===== src/rtl/rate_tick_controller.sv =====
// Programmable tick source: square wave plus one-cycle tick at a table-selected rate.
// Rate changes are deferred to a full-period boundary so clk_out never glitches.
module rate_tick_controller #(
  parameter int unsigned CLK_HZ    = 100_000_000,
  parameter int unsigned RESET_IDX = 0
) (
  input  logic       clk,
  input  logic       rst_n,
  input  logic       start,
  input  logic       stop,
  input  logic       sel_valid,
  input  logic [3:0] sel_idx,
  output logic       sel_ready,
  output logic       sel_err,
  output logic       clk_out,
  output logic       tick,
  output logic       running,
  output logic [3:0] rate_idx
);

  localparam logic [3:0] NumRates = 4'd10;

  typedef enum logic [1:0] {StIdle, StRun, StPend} state_e;

  function automatic logic [26:0] half_for(input int unsigned hz);
    return 27'(CLK_HZ / (2 * hz) - 1);
  endfunction

  state_e      state_q;
  logic [26:0] cnt_q;
  logic        clk_out_q;
  logic        tick_q;
  logic        sel_err_q;
  logic        sel_ready_q;
  logic        running_q;
  logic [3:0]  rate_q;
  logic [3:0]  pend_q;

  logic [26:0] half_cur;
  logic        accept;
  logic        legal;
  logic        at_half;
  logic        boundary;

  always_comb begin
    half_cur = half_for(1);
    case (rate_q)
      4'd0:    half_cur = half_for(1);
      4'd1:    half_cur = half_for(2);
      4'd2:    half_cur = half_for(10);
      4'd3:    half_cur = half_for(20);
      4'd4:    half_cur = half_for(100);
      4'd5:    half_cur = half_for(200);
      4'd6:    half_cur = half_for(400);
      4'd7:    half_cur = half_for(1000);
      4'd8:    half_cur = half_for(10000);
      4'd9:    half_cur = half_for(100000);
      default: half_cur = half_for(1);
    endcase
  end

  assign accept   = sel_valid && sel_ready_q;
  assign legal    = sel_idx < NumRates;
  assign at_half  = cnt_q == half_cur;
  // clk_out is about to fall: the only point where a new rate may be applied.
  assign boundary = at_half && clk_out_q;

  always_ff @(posedge clk) begin
    if (!rst_n) begin
      state_q     <= StIdle;
      cnt_q       <= '0;
      clk_out_q   <= 1'b0;
      tick_q      <= 1'b0;
      sel_err_q   <= 1'b0;
      sel_ready_q <= 1'b1;
      running_q   <= 1'b0;
      rate_q      <= 4'(RESET_IDX);
      pend_q      <= 4'(RESET_IDX);
    end else begin
      tick_q    <= 1'b0;
      sel_err_q <= accept && !legal;
      unique case (state_q)
        StIdle: begin
          cnt_q     <= '0;
          clk_out_q <= 1'b0;
          if (accept && legal) rate_q <= sel_idx;
          if (start && !stop) begin
            state_q     <= StRun;
            running_q   <= 1'b1;
            sel_ready_q <= 1'b1;
          end
        end
        StRun, StPend: begin
          if (stop) begin
            state_q     <= StIdle;
            running_q   <= 1'b0;
            sel_ready_q <= 1'b1;
            cnt_q       <= '0;
            clk_out_q   <= 1'b0;
            if (state_q == StPend) rate_q <= pend_q;
            else if (accept && legal) rate_q <= sel_idx;
          end else begin
            if (at_half) begin
              cnt_q     <= '0;
              clk_out_q <= ~clk_out_q;
              tick_q    <= ~clk_out_q;
            end else begin
              cnt_q <= cnt_q + 27'd1;
            end
            if (state_q == StPend && boundary) begin
              rate_q      <= pend_q;
              state_q     <= StRun;
              sel_ready_q <= 1'b1;
            end else if (state_q == StRun && accept && legal && sel_idx != rate_q) begin
              pend_q      <= sel_idx;
              state_q     <= StPend;
              sel_ready_q <= 1'b0;
            end
          end
        end
        default: begin
          state_q     <= StIdle;
          running_q   <= 1'b0;
          sel_ready_q <= 1'b1;
          cnt_q       <= '0;
          clk_out_q   <= 1'b0;
        end
      endcase
    end
  end

  assign sel_ready = sel_ready_q;
  assign sel_err   = sel_err_q;
  assign clk_out   = clk_out_q;
  assign tick      = tick_q;
  assign running   = running_q;
  assign rate_idx  = rate_q;

endmodule


===== config.mk =====
export PLATFORM = sky130hd
export DESIGN_NAME = rate_tick_controller
export DESIGN_NICKNAME = d
export VERILOG_FILES = /design/src/rtl/rate_tick_controller.sv
export SDC_FILE = /design/constraint.sdc
export NUM_CORES = 1
export LEC_CHECK = 0
export ABC_AREA = 1
export BUFFER_PORTS_ARGS = -buffer_cell sky130_fd_sc_hd__buf_2
export CORE_AREA = 2 2 89 91
export DETAILED_ROUTE_END_ITERATION = 12
export DIE_AREA = 0 0 91 93
export PLACE_DENSITY_LB_ADDON = 0.3
export SLEW_MARGIN = 5
export SYNTH_ARGS = -nofsm -noshare
export SYNTH_HDL_FRONTEND = slang
export SYNTH_SLANG_ARGS = --single-unit

===== constraint.sdc =====
create_clock -name clk -period 3.8 [get_ports clk]
set_clock_uncertainty 0.15 [all_clocks]
set_input_delay 0.38 -clock clk [delete_from_list [all_inputs] [get_ports clk]]
set_output_delay 0.38 -clock clk [all_outputs]
set_load 0.03 [all_outputs]

==> results of run 1 <==
cell type report:
cell class | count | share of cell area
tap | 102 | 0.03196
inverter | 90 | 0.08493
clock inverter | 5 | 0.01410
timing repair buffer | 18 | 0.02319
multi-input combinational | 384 | 0.4895
clock buffer | 11 | 0.03541
sequential | 64 | 0.3209
synth_stat cells (3+ instances only):
master | number | area, sq um
a21oi_1 | 21 | 105.1
and3_1 | 5 | 31.28
dfxtp_1 | 64 | 1281
ha_1 | 13 | 162.7
inv_1 | 81 | 304.0
inv_2 | 7 | 26.28
nand2_1 | 148 | 555.5
nand2_2 | 3 | 18.77
nand2_4 | 4 | 45.04
nand3_1 | 46 | 230.2
nand3_2 | 3 | 30.03
nand3b_1 | 4 | 30.03
nand4_1 | 9 | 56.30
nor2_1 | 59 | 221.5
nor2_2 | 5 | 31.28
nor3_1 | 13 | 65.06
nor3b_1 | 7 | 52.55
nor4_1 | 6 | 37.54
o21ai_0 | 12 | 60.06
o21ai_1 | 3 | 15.01
xnor2_1 | 3 | 26.28
xor2_1 | 7 | 61.31
sequential cells by signal, indices dropped and copies added (netlist names):
signal / count
state_q: 2
sel_ready: 1
clk_out: 1
tick: 1
rate_idx: 4
running: 1
pend_q: 4
cnt_q: 27
half_cur: 22
sel_err: 1
power groups by stage:
stage | sequential [mW] | combinational, mW | clock, mW
finish | 0.877 | 0.672 | 0.584
global route | 0.890 | 0.774 | 0.623
CTS | 0.875 | 0.674 | 0.597
detailed placement | 0.891 | 0.670 | 0
global placement | 0.892 | 0.669 | 0
floorplan | 0.887 | 0.518 | 0
worst max path at each step:
stage | start | end | slack (ps)
floorplan | cnt_q[0]$_SDFF_PP0_ | half_cur[8]$_DFF_P_ | 1240
finish | state_q[0]$_SDFFE_PN0P_ | half_cur[4]$_DFF_P_ | 870
global placement | cnt_q[4]$_SDFF_PP0_ | half_cur[15]$_DFF_P_ | 1030
detailed placement | state_q[0]$_SDFFE_PN0P_ | half_cur[4]$_DFF_P_ | 900
global route | cnt_q[0]$_SDFF_PP0_ | half_cur[4]$_DFF_P_ | 490
CTS | state_q[0]$_SDFFE_PN0P_ | half_cur[4]$_DFF_P_ | 880
routing by layer:
metal | GRT usage | vias to the layer above | wire (um)
met5 | 0 | - | 0
li1 | - | 1764 | -
met1 | 0.2524 | 1541 | 3815
met2 | 0.3512 | 70 | 3982
met4 | 0.08207 | 0 | 146
met3 | 0.05318 | 16 | 330
layout by cell type (no fill, tap or decap), drive strengths merged:
cell | synthesis | final
a211oi | 1 | 1
a21oi | 21 | 21
a31oi | 2 | 2
and3 | 5 | 5
buf | 5 | 18
bufinv | 0 | 1
clkbuf | 1 | 11
clkinv | 2 | 5
clkinvlp | 0 | 1
dfxtp | 64 | 64
ha | 13 | 13
inv | 88 | 88
nand2 | 155 | 155
nand3 | 50 | 50
nand3b | 4 | 4
nand4 | 10 | 10
nor2 | 65 | 65
nor3 | 14 | 14
nor3b | 7 | 7
nor4 | 6 | 6
o211a | 1 | 1
o211ai | 1 | 1
o21a | 2 | 2
o21ai | 16 | 16
or2 | 1 | 1
xnor2 | 3 | 3
xor2 | 7 | 7
cells by family after synthesis:
family | Yosys count
DFF | 64
adders and majority gates | 13
AOI/OAI and AO/OA | 44
buffers and inverters | 96
and+or+nand+nor | 317
xor gates and xnor gates | 10
critical path: stages, from the launching register on:
cell and delay, ps:
dfxtp_1 380, inv_1 80, ha_1 220, o21ai_1 430, o211ai_1 160, o21ai_0 110
nand3_1 100, nand2_1 90, inv_1 70, nor2_1 260, inv_1 160, ha_1 270
o21ai_0 240, nand2_1 80
==> flow_summary.ini, run 1 <==
[sta]
setup_slack_ps = 874.5
tightest_slew_ps = 561.7
min_period_ps = 2925
slew_violations = 0
fin_tns_setup_ps = 0
max-slew-margin-rel = 0.6247
finalHoldViolCount = 0
fin_crit_sh = 0.7699
fin_hold_ws_ps = 154.2
setup_viol = 0
fmax_mhz = 341.8
rsz0062_at_grt = no

[job]
maxCapViolations = 0

[power_and_ir_drop]
swShare = 0.3699
comb_power_share = 0.315
power_frac_seq = 0.411
switching_power_mw = 0.7891
power.internal_mw = 1.344
ir_worst_vdd_uv = 272.5
power.density_mw_per_mm2 = 534.3
leakagePower_nw = 1.832
finalPower_mw = 2.133
clkPwrFrac = 0.274

[clock_tree]
clock_latency_ps = 340
cts_setup_buffers = 0
cts_root_buf = clkbuf_8
cts-htree-levels = 3
cts_num_sinks = 64
postCtsHoldBufs = 0
cts_inserted_buffers = 9
clk_pin_slew_ps = 70
post_cts_resized = 0
cts_tree = built
cts.path.max_buffers = 2

[drt]
drtPass1Iterations = 5
route.final.wire_length_um = 8273
drtIter0Drc = 159
wire_per_inst_um = 12.27
via_count = 3391
drcViolationCount = 0
routed_via_density = 5.031
ant_nets = 0

[final_layout]
diodes = 0
final_cells = 674
fin_area_sq_mm = 0.003993
drive_above_1_share = 0.1084
fillers = 775
regArea_sq_mm = 0.001281
finalNetCount = 589
syn_to_final_growth_pct = 10.45
postLayoutCoreUtil = 0.5304
multi_input_area_sq_mm = 0.001954

[floorplanning]
fp.dieW_um = 91
core_region_area_sq_mm = 0.007527
die-area_sq_mm = 0.008463
start_util = 0.4802
pin_count = 18
die_h_um = 93
rows = 32

[logic_synthesis]
synth.distinct_cells = 39
muxShareOfSynthArea = 0
ys_seq_area_frac = 0.3544
synthesis.area_sq_mm = 0.003615
syn_avg_cell_area_sq_um = 6.645
synth_xor_xnor_area_share = 0.02423
synth_warnings = 0
synth_simple_gate_area_frac = 0.4046
async_flop_share = 0
synthAdderAreaFrac = 0.04500
ys_seq_elements = 64
synth_compound_area_frac = 0.06681
synth_edf_count = 0
synth_top_family_by_area = simple AND/OR/NAND/NOR gates
synth_cells = 544
syn-num-nets = 566
ys.flop_type = dfxtp_1

[place]
dpl_worst_slack_ps = 895.2
numPortBuffers = 17
postPlaceCellArea_sq_mm = 0.003795
gp_congestion = 0.9150
hpwl_um = 6455
numPlacedInstances = 658

[global_route]
first_global_vias = 3132
grt_usage = 0.2073
antenna_found_initial = 0
grt_pass1_wl_um = 13990
grt_max_degree = 25
overflow = 0

[worst_hold_path]
min_delay_path_depth = 3
worstHoldEndpoint = sel_err$_SDFF_PN0_
hold_class = in -> reg
holdCritStartpoint = sel_valid

[worst_setup_path]
rr_endpoint = half_cur[4]$_DFF_P_
r2r_slack_ps = 870
worstRegToRegCells = 13
path_class = reg -> reg
timing.critical_path.from_type = flip-flop
crit_fanout = 8
required_ps = 3880
end_kind = flip-flop
crit_arrival_ps = 3000
r2r_start = state_q[0]$_SDFFE_PN0P_

[status]
status = completed
Power figures use the tool's default switching activity.
==> run 2: changes to the inputs <==
--- a/config.mk
+++ b/config.mk
@@ -5,11 +5,11 @@
 export SDC_FILE = /design/constraint.sdc
 export NUM_CORES = 1
 export LEC_CHECK = 0
-export ABC_AREA = 1
+export ABC_AREA = 0
 export BUFFER_PORTS_ARGS = -buffer_cell sky130_fd_sc_hd__buf_2
-export CORE_AREA = 2 2 89 91
+export CORE_AREA = 2 2 83 85
 export DETAILED_ROUTE_END_ITERATION = 12
-export DIE_AREA = 0 0 91 93
+export DIE_AREA = 0 0 85 87
 export PLACE_DENSITY_LB_ADDON = 0.3
 export SLEW_MARGIN = 5
 export SYNTH_ARGS = -nofsm -noshare
==> constraint.sdc (replaced) <==
create_clock -name clk -period 3 [get_ports clk]
set_clock_uncertainty 0.15 [all_clocks]
set_input_delay 0.3 -clock clk [delete_from_list [all_inputs] [get_ports clk]]
set_output_delay 0.3 -clock clk [all_outputs]
set_load 0.03 [all_outputs]
==> flow_summary.ini, run 2 <==
[worst_setup_path]
timing.critical_path.from_type = flip-flop
required_ps = 3120
crit_arrival_ps = 2940
end_kind = flip-flop
path_class = reg -> reg
rr_endpoint = half_cur[13]$_DFF_P_
crit_fanout = 4
worstRegToRegCells = 11
r2r_slack_ps = 180
r2r_start = cnt_q[8]$_SDFF_PP0_

[power_and_ir_drop]
power.density_mw_per_mm2 = 626.8
ir_worst_vdd_uv = 339.0
leakagePower_nw = 1.490
finalPower_mw = 2.310

[logic_synthesis]
yosys-top-cells-area = dfxtp_1, xor2_1, nor2_1, ha_1, xnor2_1
syn-num-nets = 367
synth_xor_xnor_area_share = 0.1464
synthesis.area_sq_mm = 0.003171
ys_seq_elements = 64
synthAdderAreaFrac = 0.05130
syn_avg_cell_area_sq_um = 9.190
synth_edf_count = 0
synth_top_cell_area_share = 0.4041
synth_simple_gate_area_frac = 0.2088
synth_top_family_by_area = simple AND/OR/NAND/NOR gates
synthMostInstantiatedCell = dfxtp_1
yosys.area.top_type = dfxtp_1
synth_cells = 345
synth_warnings = 0
synth.distinct_cells = 59
ys.flop_type = dfxtp_1
ys_seq_area_frac = 0.4041
synth_compound_area_frac = 0.1101
muxShareOfSynthArea = 0.04578
async_flop_share = 0
synthTopCellsByCount = dfxtp_1, nor2_1, xor2_1

[worst_hold_path]
min_delay_path_depth = 2
hold_class = in -> reg
holdCritStartpoint = sel_valid
worstHoldEndpoint = sel_err$_SDFF_PN0_

[floorplanning]
start_util = 0.4827
core_region_area_sq_mm = 0.006569
pin_count = 18
rows = 30
die-area_sq_mm = 0.007395
fp.dieW_um = 85
die_h_um = 87

[final_layout]
syn_to_final_growth_pct = 16.26
final_cells = 468
diodes = 0
finalNetCount = 405
top_register = cnt_q
final_common_cell = dfxtp_1
largest_reg_flops = 27
final_cell_mix = dfxtp_1, nor2_1, xor2_1, nand2_1, buf_4
drive_above_1_share = 0.1830

[place]
hpwl_um = 4710
numPlacedInstances = 451
gp_congestion = 0.8453
numPortBuffers = 17

[drt]
drcViolationCount = 0
route.final.wire_length_um = 6389
drtIter0Drc = 103
drtPass1Iterations = 4
via_count = 2402
wire_per_inst_um = 13.65
routed_via_density = 5.132
ant_nets = 0

[global_route]
antenna_found_initial = 0
overflow = 0
grt_usage = 0.1823
first_global_vias = 2312
grt_pass1_wl_um = 10410
grt_max_degree = 28

[clock_tree]
cts_inserted_buffers = 9
cts.path.max_buffers = 2
clk_pin_slew_ps = 70
cts_root_buf = clkbuf_8
cts-htree-levels = 3
cts_tree = built
cts_num_sinks = 64
clock_latency_ps = 350

[sta]
fmax_mhz = 354.3
tightest_slew_ps = 497.8
fin_hold_ws_ps = 94.39
max-slew-margin-rel = 0.6656
setup_viol = 0
min_period_ps = 2822
fin_crit_sh = 0.9408
finalHoldViolCount = 0
slew_violations = 0

[status]
status = completed

[job]
maxCapViolations = 0
[run 2: timing repair]
action | 4_1_cts | 5_1_grt
gates resized for setup | 0 | 10
setup endpoints to repair | 0 | 18
hold buffers | 0 | 0
buffers inserted | 0 | 1
[run 2: cell type report]
type | count | area (sq um)
inverter | 12 | 45.04
sequential | 64 | 1284
timing repair buffer | 38 | 255.2
multi-input combinational | 258 | 1814
fill | 573 | 2883
tap | 80 | 100.1
clock buffer | 10 | 127.6
clock inverter | 6 | 60.06
[run 2: worst max-delay path by stage]
stage	startpoint	endpoint	slack, ps	depth (start not counted)
after floorplan	state_q[0]$_SDFFE_PN0P_	half_cur[17]$_DFF_P_	90	11
final	cnt_q[8]$_SDFF_PP0_	half_cur[13]$_DFF_P_	180	11
after global routing	cnt_q[8]$_SDFF_PP0_	half_cur[13]$_DFF_P_	-20	11
after detailed placement	cnt_q[1]$_SDFF_PP0_	half_cur[17]$_DFF_P_	30	11
after global placement	state_q[0]$_SDFFE_PN0P_	half_cur[13]$_DFF_P_	130	13
after CTS	cnt_q[1]$_SDFF_PP0_	half_cur[17]$_DFF_P_	10	11
[run 2: stage by stage]
step,util,area (sq um),setup TNS (ps),setup slack (ps)
detailed placement,0.5263,3457,0,32.69
global placement,0.5263,3457,0,130.7
floorplan,-,3171,0,90.49
global route,0.5611,3686,-21.33,-21.33
CTS,0.5549,3645,0,13.72
finish,0.5611,3686,0,177.7
[run 2: where the power goes]
part	internal [mW]	switching [mW]	total [mW]	leakage [nW]
Clock	0.379	0.329	0.708	0.0920
Combinational	0.259	0.305	0.564	0.874
Sequential	0.967	0.0724	1.04	0.524
Total	1.60	0.706	2.31	1.49
[run 2: metal layers]
metal,GRT usage,part of all wire
met1,0.2248,0.48
met2,0.2962,0.47
met4,0.09524,0.022
met3,0.04360,0.024
met5,0,0
[run 2: logic make-up (layout without fill, tap and decap cells)]
family,Yosys count,in the layout
XOR/XNOR,53,53
AND/OR/NAND/NOR,131,131
multiplexers,13,13
flip-flops,64,64
adder cells (fa/ha/maj),13,13
AO/OA/AOI/OAI,48,48
buffers and inverters,23,66
[run 2: critical path, stage by stage (launching register included)]
cell and delay [ps]:
dfxtp_1 350, xor2_1 180, nor4_1 290, nand4_1 250, nor3_4 280, o22ai_1 140, a22oi_2 150, and2_4 170
inv_1 80, ha_1 250, mux2_1 300, a21oi_1 150
